### src/rtl/main_stream_tx_if.sv
// Tile-in / word-out bundle for the main-buffer load stream.
//   master : tile producer and stream consumer (drives tile_*, observes tx_*)
//   slave  : main_stream_tx (accepts tiles, drives the 8-slot word stream)
// Signals: tile_valid/tile_ready handshake, tile_ifm/tile_wgt (9 packed
// bytes, element i in [8i+7:8i]), tile_bias, tx_data/tx_valid/tx_kind/
// tx_sop/frame_done towards main_input.
interface main_stream_tx_if #(
  parameter int unsigned DATA_WIDTH = 32,
  parameter int unsigned ELEM_WIDTH = 8,
  parameter int unsigned NUM_ELEMS  = 9
);
  logic                            tile_valid;
  logic                            tile_ready;
  logic [NUM_ELEMS*ELEM_WIDTH-1:0] tile_ifm;
  logic [NUM_ELEMS*ELEM_WIDTH-1:0] tile_wgt;
  logic [ELEM_WIDTH-1:0]           tile_bias;
  logic [DATA_WIDTH-1:0]           tx_data;
  logic                            tx_valid;
  logic [1:0]                      tx_kind;
  logic                            tx_sop;
  logic                            frame_done;

  modport master (
    output tile_valid, tile_ifm, tile_wgt, tile_bias,
    input  tile_ready, tx_data, tx_valid, tx_kind, tx_sop, frame_done
  );

  modport slave (
    input  tile_valid, tile_ifm, tile_wgt, tile_bias,
    output tile_ready, tx_data, tx_valid, tx_kind, tx_sop, frame_done
  );
endinterface

### src/rtl/main_stream_tx.sv
// Transmit end of the main-buffer load stream. Takes one tile per handshake
// and serialises it into the fixed 8-slot frame consumed by the buffer demux:
// slots 0-2 IFM, 3-5 WGT, 6 BIAS, 7 idle. The slot counter free-runs in
// lockstep with the buffer's own counter (both cleared by the shared rst_n).
// Ports:
//   clk    : clock, all logic on posedge
//   rst_n  : synchronous active-low reset
//   bus    : slave side of main_stream_tx_if (tile handshake in, tx_* out)
module main_stream_tx #(
  parameter int unsigned DATA_WIDTH     = 32,
  parameter int unsigned ELEM_WIDTH     = 8,
  parameter int unsigned NUM_ELEMS      = 9,
  parameter int unsigned ELEMS_PER_WORD = 3
) (
  input logic             clk,
  input logic             rst_n,
  main_stream_tx_if.slave bus
);

  localparam int unsigned TILE_W = NUM_ELEMS * ELEM_WIDTH;
  localparam int unsigned WORD_W = ELEMS_PER_WORD * ELEM_WIDTH;

  localparam logic [1:0] KIND_IFM  = 2'b01;
  localparam logic [1:0] KIND_WGT  = 2'b10;
  localparam logic [1:0] KIND_BIAS = 2'b11;
  localparam logic [1:0] KIND_IDLE = 2'b00;

  logic [2:0]            slot;
  logic                  pending_full;
  logic [TILE_W-1:0]     pend_ifm;
  logic [TILE_W-1:0]     pend_wgt;
  logic [ELEM_WIDTH-1:0] pend_bias;
  logic                  active_valid;
  logic [TILE_W-1:0]     act_ifm;
  logic [TILE_W-1:0]     act_wgt;
  logic [ELEM_WIDTH-1:0] act_bias;
  logic                  accept;

  logic [WORD_W-1:0]     word;
  logic [1:0]            kind;
  logic [DATA_WIDTH-1:0] data;

  // Ready depends on registered state only, so no comb path from tile_valid.
  assign accept         = bus.tile_valid & ~pending_full;
  assign bus.tile_ready = ~pending_full;

  // Slot counter, pending/active tile registers and frame load at slot 7.
  always_ff @(posedge clk) begin
    if (!rst_n) begin
      slot         <= 3'd0;
      pending_full <= 1'b0;
      pend_ifm     <= '0;
      pend_wgt     <= '0;
      pend_bias    <= '0;
      active_valid <= 1'b0;
      act_ifm      <= '0;
      act_wgt      <= '0;
      act_bias     <= '0;
    end else begin
      slot <= slot + 3'd1;
      if (slot == 3'd7) begin
        if (pending_full) begin
          act_ifm      <= pend_ifm;
          act_wgt      <= pend_wgt;
          act_bias     <= pend_bias;
          active_valid <= 1'b1;
          pending_full <= 1'b0;
        end else if (accept) begin
          // Bypass: a tile offered in slot 7 goes straight to active.
          act_ifm      <= bus.tile_ifm;
          act_wgt      <= bus.tile_wgt;
          act_bias     <= bus.tile_bias;
          active_valid <= 1'b1;
        end else begin
          active_valid <= 1'b0;
        end
      end else if (accept) begin
        pend_ifm     <= bus.tile_ifm;
        pend_wgt     <= bus.tile_wgt;
        pend_bias    <= bus.tile_bias;
        pending_full <= 1'b1;
      end
    end
  end

  // Slot-to-word mux; kind follows the slot even in idle frames.
  always_comb begin
    word = '0;
    kind = KIND_IDLE;
    case (slot)
      3'd0: begin kind = KIND_IFM;  word = act_ifm[0*WORD_W +: WORD_W]; end
      3'd1: begin kind = KIND_IFM;  word = act_ifm[1*WORD_W +: WORD_W]; end
      3'd2: begin kind = KIND_IFM;  word = act_ifm[2*WORD_W +: WORD_W]; end
      3'd3: begin kind = KIND_WGT;  word = act_wgt[0*WORD_W +: WORD_W]; end
      3'd4: begin kind = KIND_WGT;  word = act_wgt[1*WORD_W +: WORD_W]; end
      3'd5: begin kind = KIND_WGT;  word = act_wgt[2*WORD_W +: WORD_W]; end
      3'd6: begin kind = KIND_BIAS; end
      default: begin kind = KIND_IDLE; end
    endcase

    data = '0;
    if (active_valid && slot != 3'd7) begin
      if (slot == 3'd6) begin
        data = DATA_WIDTH'($signed(act_bias));
      end else begin
        data = DATA_WIDTH'(word);
      end
    end
  end

  assign bus.tx_data    = data;
  assign bus.tx_kind    = kind;
  assign bus.tx_valid   = active_valid & (slot != 3'd7);
  assign bus.tx_sop     = (slot == 3'd0);
  assign bus.frame_done = active_valid & (slot == 3'd6);

endmodule
### src/flat_wrapper.sv
// flat-port wrapper written by rule: the top's interface ports become plain ports
module main_stream_tx_flat 
#(
  parameter int unsigned DATA_WIDTH     = 32,
  parameter int unsigned ELEM_WIDTH     = 8,
  parameter int unsigned NUM_ELEMS      = 9,
  parameter int unsigned ELEMS_PER_WORD = 3
)
  (clk, rst_n, bus_tile_valid, bus_tile_ifm, bus_tile_wgt, bus_tile_bias, bus_tile_ready, bus_tx_data, bus_tx_valid, bus_tx_kind, bus_tx_sop, bus_frame_done);
  main_stream_tx_if #(.DATA_WIDTH(DATA_WIDTH), .ELEM_WIDTH(ELEM_WIDTH), .NUM_ELEMS(NUM_ELEMS)) bus_i ();
  input logic clk;
  input logic rst_n;
  input wire logic [$bits(bus_i.tile_valid)-1:0] bus_tile_valid;
  input wire logic [$bits(bus_i.tile_ifm)-1:0] bus_tile_ifm;
  input wire logic [$bits(bus_i.tile_wgt)-1:0] bus_tile_wgt;
  input wire logic [$bits(bus_i.tile_bias)-1:0] bus_tile_bias;
  output wire logic [$bits(bus_i.tile_ready)-1:0] bus_tile_ready;
  output wire logic [$bits(bus_i.tx_data)-1:0] bus_tx_data;
  output wire logic [$bits(bus_i.tx_valid)-1:0] bus_tx_valid;
  output wire logic [$bits(bus_i.tx_kind)-1:0] bus_tx_kind;
  output wire logic [$bits(bus_i.tx_sop)-1:0] bus_tx_sop;
  output wire logic [$bits(bus_i.frame_done)-1:0] bus_frame_done;
  assign bus_i.tile_valid = bus_tile_valid;
  assign bus_i.tile_ifm = bus_tile_ifm;
  assign bus_i.tile_wgt = bus_tile_wgt;
  assign bus_i.tile_bias = bus_tile_bias;
  assign bus_tile_ready = bus_i.tile_ready;
  assign bus_tx_data = bus_i.tx_data;
  assign bus_tx_valid = bus_i.tx_valid;
  assign bus_tx_kind = bus_i.tx_kind;
  assign bus_tx_sop = bus_i.tx_sop;
  assign bus_frame_done = bus_i.frame_done;
  main_stream_tx #(.DATA_WIDTH(DATA_WIDTH), .ELEM_WIDTH(ELEM_WIDTH), .NUM_ELEMS(NUM_ELEMS), .ELEMS_PER_WORD(ELEMS_PER_WORD)) u_core (.clk(clk), .rst_n(rst_n), .bus(bus_i));
endmodule
### config.mk
export PLATFORM = sky130hd
export DESIGN_NAME = main_stream_tx_flat
export DESIGN_NICKNAME = d
export VERILOG_FILES = /design/src/rtl/main_stream_tx_if.sv /design/src/rtl/main_stream_tx.sv /design/src/flat_wrapper.sv
export SDC_FILE = /design/constraint.sdc
export NUM_CORES = 1
export LEC_CHECK = 0
export ABC_AREA = 0
export CORE_MARGIN = 3
export CORE_UTILIZATION = 38
export CTS_BUF_LIST = sky130_fd_sc_hd__clkbuf_16
export DETAILED_ROUTE_END_ITERATION = 10
export DONT_BUFFER_PORTS = 1
export SYNTH_ARGS = -nofsm -noshare
export SYNTH_HDL_FRONTEND = slang
export SYNTH_SLANG_ARGS = --single-unit
### constraint.sdc
create_clock -name clk -period 2.6 [get_ports clk]
set_input_delay 0.39 -clock clk [delete_from_list [all_inputs] [get_ports clk]]
set_output_delay 0.39 -clock clk [all_outputs]
set_load 0.02 [all_outputs]
* Yosys cells after proc, flatten, opt, wreduce, memory -nomap -nowiden
Index checks and enable logic that the tools add are counted.
** Storage, ports and cells
- Memory bits (read-only) :: 0
- Memories :: 0
- Latch bits :: 0
- Memory bits (writable) :: 0
- Word-level logic and storage cells :: 44
- Output and inout bits :: 38
- Flip-flop bits (word level) :: 309
** Cells by class
- Div/mod/pow operators :: 0
- Eq/ne operators :: 8
- Reduce and logical (&&, ||, !) cells :: 8
- Shift operators :: 0
- Multiplexer cells :: 12
- Bitwise logic cells :: 6
- Add/sub/neg operators :: 1
- $mul :: 0
- $lt $le $gt $ge :: 0
** Operator list (number)
- $mux W72 :: 4
- $pmux W24 S6 :: 1
- $mux W32 :: 2
- $mux W8 :: 2
- $eq A3 B3 Y1 const B :: 4
- $eq A3 B2 Y1 const B :: 2
- $pmux W2 S3 :: 1
- $reduce_or A3 Y1 :: 2
- $reduce_and A2 Y1 :: 2
- $add A3 B1 Y3 const B :: 1
- $and A1 B1 Y1 :: 3
- $eq A3 B1 Y1 const B :: 1
- $logic_not A3 Y1 :: 1
- $ne A3 B3 Y1 const B :: 1
- $not A1 Y1 :: 3
- $mux W1 :: 2
- $reduce_bool A2 Y1 :: 1
- $reduce_or A2 Y1 :: 1
- $logic_and A1 B1 Y1 :: 1

* Logic depth before layout (Yosys ltp)
- Word-level depth :: 4
- Mapped depth :: 8
- Depth with buffers taken out :: 6

* Worst setup path before layout
Ideal clock, no wire load.
- Path kind :: register -> output
- Start :: reg u_core.slot[2]
- End :: out bus_tx_data[21]
- Data arrival time :: 2089 ps
- Path buffers :: 3
- Setup slack :: 121 ps
- Cell stages (with the launch flop) :: 8
- Path through :: dfxtp_1 > buf_2 > buf_4 > clkinv_1 > ha_1 > clkbuf_1 > a222oi_1 > a311oi_1
** On the way
- Longest elaborated chain between the ends :: 4
- Elaborated cells between the ends (all ways) :: 12
** RTL lines
- start, declared :: line main_stream_tx.sv:28 : logic [2:0] slot;
- start signal, assigned :: line main_stream_tx.sv:60 : slot <= slot + 3'd1;
- $eq A3 B3 Y1, or another cell as far along :: line main_stream_tx.sv:90 : case (slot)
- $pmux W24 S6 :: line main_stream_tx.sv:90
- $mux W32 :: line main_stream_tx.sv:103 : if (slot == 3'd6) begin
- $mux W32 * :: line main_stream_tx.sv:102 : if (active_valid && slot != 3'd7) begin
- end, declared :: line flat_wrapper.sv:18 : output wire logic [$bits(bus_i.tx_data)-1:0] bus_tx_data;
Every way passes the cells marked *; elsewhere a longest branch is shown, timed or not.

* Worst setup path in the final report
- Start :: reg u_core.slot[0]
- End :: out bus_tx_data[7]
Same word-level chain as after synthesis.

==> flow_metrics.tcl <==
set metrics [dict create \
    outcome "finished with violations" \
    holdPathStages 2 \
    p_int_uw 7910 \
    cts_tree "built" \
    end_kind "primary output" \
    gr-total-overflow 0 \
    hold_viol_final 0 \
    yosysWarningCount 0 \
    max_cap_viol_count 0 \
    die_w_um 201 \
    worstHoldStart "bus_tile_wgt[2]" \
    syn_area_um2 14400 \
    ys_async_sr_fraction_pct 0 \
    n_antenna_cell 0 \
    rr_startpoint "u_core.slot[1]" \
    rows 70 \
    peakVddDrop_v 0.000549 \
    h-tree-depth 2 \
    tns_ps -870 \
    drive_gt1_share_pct 11.8 \
    cts_buffer_depth 3 \
    vias 11575 \
    max_freq_ghz 0.368 \
    wl_per_cell_um 21.7 \
    antenna_found_initial 2 \
    ys.flop_type "dfxtp_1" \
    reg2reg_depth 7 \
    skew_ps 12.8 \
    timing.final.crit_share_pct 105 \
    dp_hpwl_mm 31.0 \
    worstPathMaxFanout 7 \
    layout.nets 1746 \
    cp_slowest_cell "a311oi_2" \
    cpMostUsedCell "buf_4" \
    finalCriticalPeriod_ps 2720 \
    start_kind "flop" \
    synth_edf_count 0 \
    dr.pass1.iters 7 \
    worstPathRequired_ps 2210 \
    combPwrFrac_pct 9.9 \
    switching_power_uw 2560 \
    drt_iter0_markers 1048 \
    p_seq_share_pct 47.6 \
    place.gp.congestion 0.941 \
    syn-num-nets 1727 \
    start_util_pct 39.0 \
    io-pin-count 193 \
    port_buffers 0 \
    synth_cell_type_count 41 \
    design.core.area_um2 37000 \
    grt_pass1_vias 10927 \
    grt.total_usage_pct 21.6 \
    syn_avg_cell_area_um2 9.22 \
    arrival_ps 2330 \
    worstMarginPinSlew_ps 757 \
    drc 0 \
    wirelength_mm 45.9 \
    setup_ws_ps -119 \
    failed_checks "setup timing" \
    whs_ps 10.2 \
    power_density_nw_per_um2 615 \
    rsz0062_at_grt "true" \
    p_leak_uw 0.00815 \
    drv_slew 0 \
    vias_per_cell 5.48 \
    switching_share_pct 24.5 \
    drtAntennaViolNets 0 \
    r2r_end "u_core.pend_ifm[16]" \
    crit_chain "inv_2 -> ha_4 -> nor2b_1 -> o21a_2 -> buf_4 -> a311oi_2 -> buf_4" \
    slew-limit-headroom_pct 48.1 \
    grt_max_degree 310 \
    clkPwrFrac_pct 42.5 \
    synth_cells 1566 \
    clk_pin_slew_ps 60 \
    cts.sinks 309 \
    reg2reg_slack_ps 540 \
    ys_seq_area_share_pct 42.8 \
    ys_ff_latch 309 \
    path_class "flop to primary output" \
    die-area_um2 40400 \
    insertion_delay_ps 520 \
    syn2layout_area_growth_pct 17.8 \
    slowest_delay_ps 400 \
    grt_pass1_wl_mm 67.6 \
    hold_end "u_core.pend_wgt[2]" \
    cts_root_buf "clkbuf_16" \
    die_h_um 201 \
    numCtsBuffers 35 \
    finalSetupViolCount 13 \
    hold_path_class "input port to flop" \
    p_total_uw 10500 \
]
power by group through the flow:
stage               Combinational [uW]  Sequential, uW  Clock (uW)
floorplan                          783            5050           0
global placement                   872            5080           0
detailed placement                 885            5080           0
CTS                               1010            4980        4550
global route                      1120            5000        4740
finish                            1030            4980        4450
final cells by class:
cell class | count | area (um^2)
tap | 504 | 631
clock buffer | 37 | 926
multi-input combinational | 1098 | 7680
fill | 3538 | 20000
timing repair buffer | 136 | 1470
clock inverter | 23 | 92.6
sequential | 309 | 6200
inverter | 5 | 23.8
cell families (layout without fill, tap and decap cells):
logic type               Yosys count  in the layout  share of synthesized area [%]
AO/OA/AOI/OAI                    401            401                           24.0
adder cells (fa/ha/maj)            6              6                          0.520
buffers and inverters            159            201                           6.37
flip-flops                       309            309                           42.8
multiplexers                     177            177                           12.5
AND/OR/NAND/NOR                  514            514                           13.8
worst max path at each step:
stage / start / endpoint / slack (ps) / depth (start not counted)
final: u_core.slot[0] / bus_tx_data[7] / -120 / 7
after floorplan: u_core.slot[2] / bus_tx_data[21] / 120 / 7
after global placement: u_core.slot[1] / bus_tx_data[7] / -20 / 7
after CTS: u_core.slot[1] / bus_tx_data[16] / -100 / 6
after detailed placement: u_core.slot[1] / bus_tx_data[7] / -50 / 7
after global routing: u_core.slot[0] / bus_tx_data[10] / -150 / 7
cells in the mapped netlist, types with 2 or more instances:
cell type    n  area share [%]
a22oi_1      7            0.36
a21o_1      14            0.73
a211oi_1     3            0.16
clkbuf_1    47             1.2
a22o_1       6            0.36
nor2b_1     10            0.43
buf_2       57             2.0
buf_1        3           0.078
ha_1         6            0.52
a21boi_1    80             4.2
and3_1       8            0.35
mux2_2      21             1.6
a222oi_1    14            0.97
nor2_1       3           0.078
mux2i_1    154              11
inv_1        4            0.10
a221oi_1     4            0.24
a21boi_0    72             3.7
nor3b_1      2            0.10
o211a_1    155              11
a31oi_1      5            0.22
o21a_1       5            0.26
a21oi_1      7            0.24
buf_6       20             1.6
o21ai_0      7            0.24
dfxtp_1    309              43
a221oi_2     2            0.21
nand2_1    486              13
a311oi_2     3            0.31
mux2_1       2            0.16
buf_4       27             1.4
a311oi_1    13            0.79
a32o_1       2            0.14
routing by layer:
layer	GRT usage [%]	vias to the layer above	wire, um
met3	6.34	79	3780
met4	6.98	6	1490
li1	-	5517	-
met5	1.79	-	122
met2	33.5	362	20400
met1	28.7	5611	20100
repair_timing:
item | in CTS | in global routing
gates cloned | 1 | 1
gates resized for setup | 52 | 25
setup endpoints to repair | 33 | 23
endpoints found under the hold margin | 64 | 0
buffers inserted | 6 | 5
hold buffers | 64 | 0
pin swaps | 29 | 16
state kept, by name, indices dropped and copies added (netlist names):
name and count:
u_core.act_wgt 72, u_core.act_bias 8, u_core.pend_bias 8, u_core.pend_wgt 72
u_core.act_ifm 72, u_core.slot 3, u_core.pending_full 1, u_core.pend_ifm 72
u_core.active_valid 1
through the flow:
stage / setup WS [ps] / cell area, um^2 / utilization [%] / cells
floorplan: 121 / 14400 / - / 1566
global placement: -17.7 / 14900 / 40.1 / 1980
detailed placement: -50.9 / 14900 / 40.1 / 1980
CTS: -100 / 16800 / 45.4 / 2106
global route: -153 / 17000 / 45.9 / 2112
finish: -119 / 17000 / 45.9 / 2112
layout by cell type, fill, tap and decap left out, drive strengths merged, types with 3 or more instances in the layout:
cell / Yosys / final
o21ai: 7 / 7
ha: 6 / 6
mux2: 23 / 23
a311oi: 16 / 16
a21oi: 7 / 7
and3: 8 / 8
a31oi: 5 / 5
dfxtp: 309 / 309
nand2: 486 / 486
a21boi: 152 / 152
mux2i: 154 / 154
nor2: 3 / 3
a222oi: 14 / 14
o211a: 155 / 155
a22o: 6 / 6
a211oi: 3 / 3
a21o: 14 / 14
buf: 107 / 70
a221oi: 6 / 6
clkinv: 1 / 8
clkbuf: 47 / 38
nor2b: 10 / 10
o21a: 5 / 5
dlygate4sd3: 0 / 64
inv: 4 / 19
a22oi: 7 / 7
worst max-delay path, delay by kind of cell, from the launching register on:
| family | cells | cell delay, ps |
|---|---|---|
| fa+ha+maj | 1 | 200 |
| simple gates | 1 | 140 |
| flops | 1 | 380 |
| buf+inv | 3 | 440 |
| compound gates | 2 | 660 |
No activity file was read; power rests on OpenSTA's default activity.
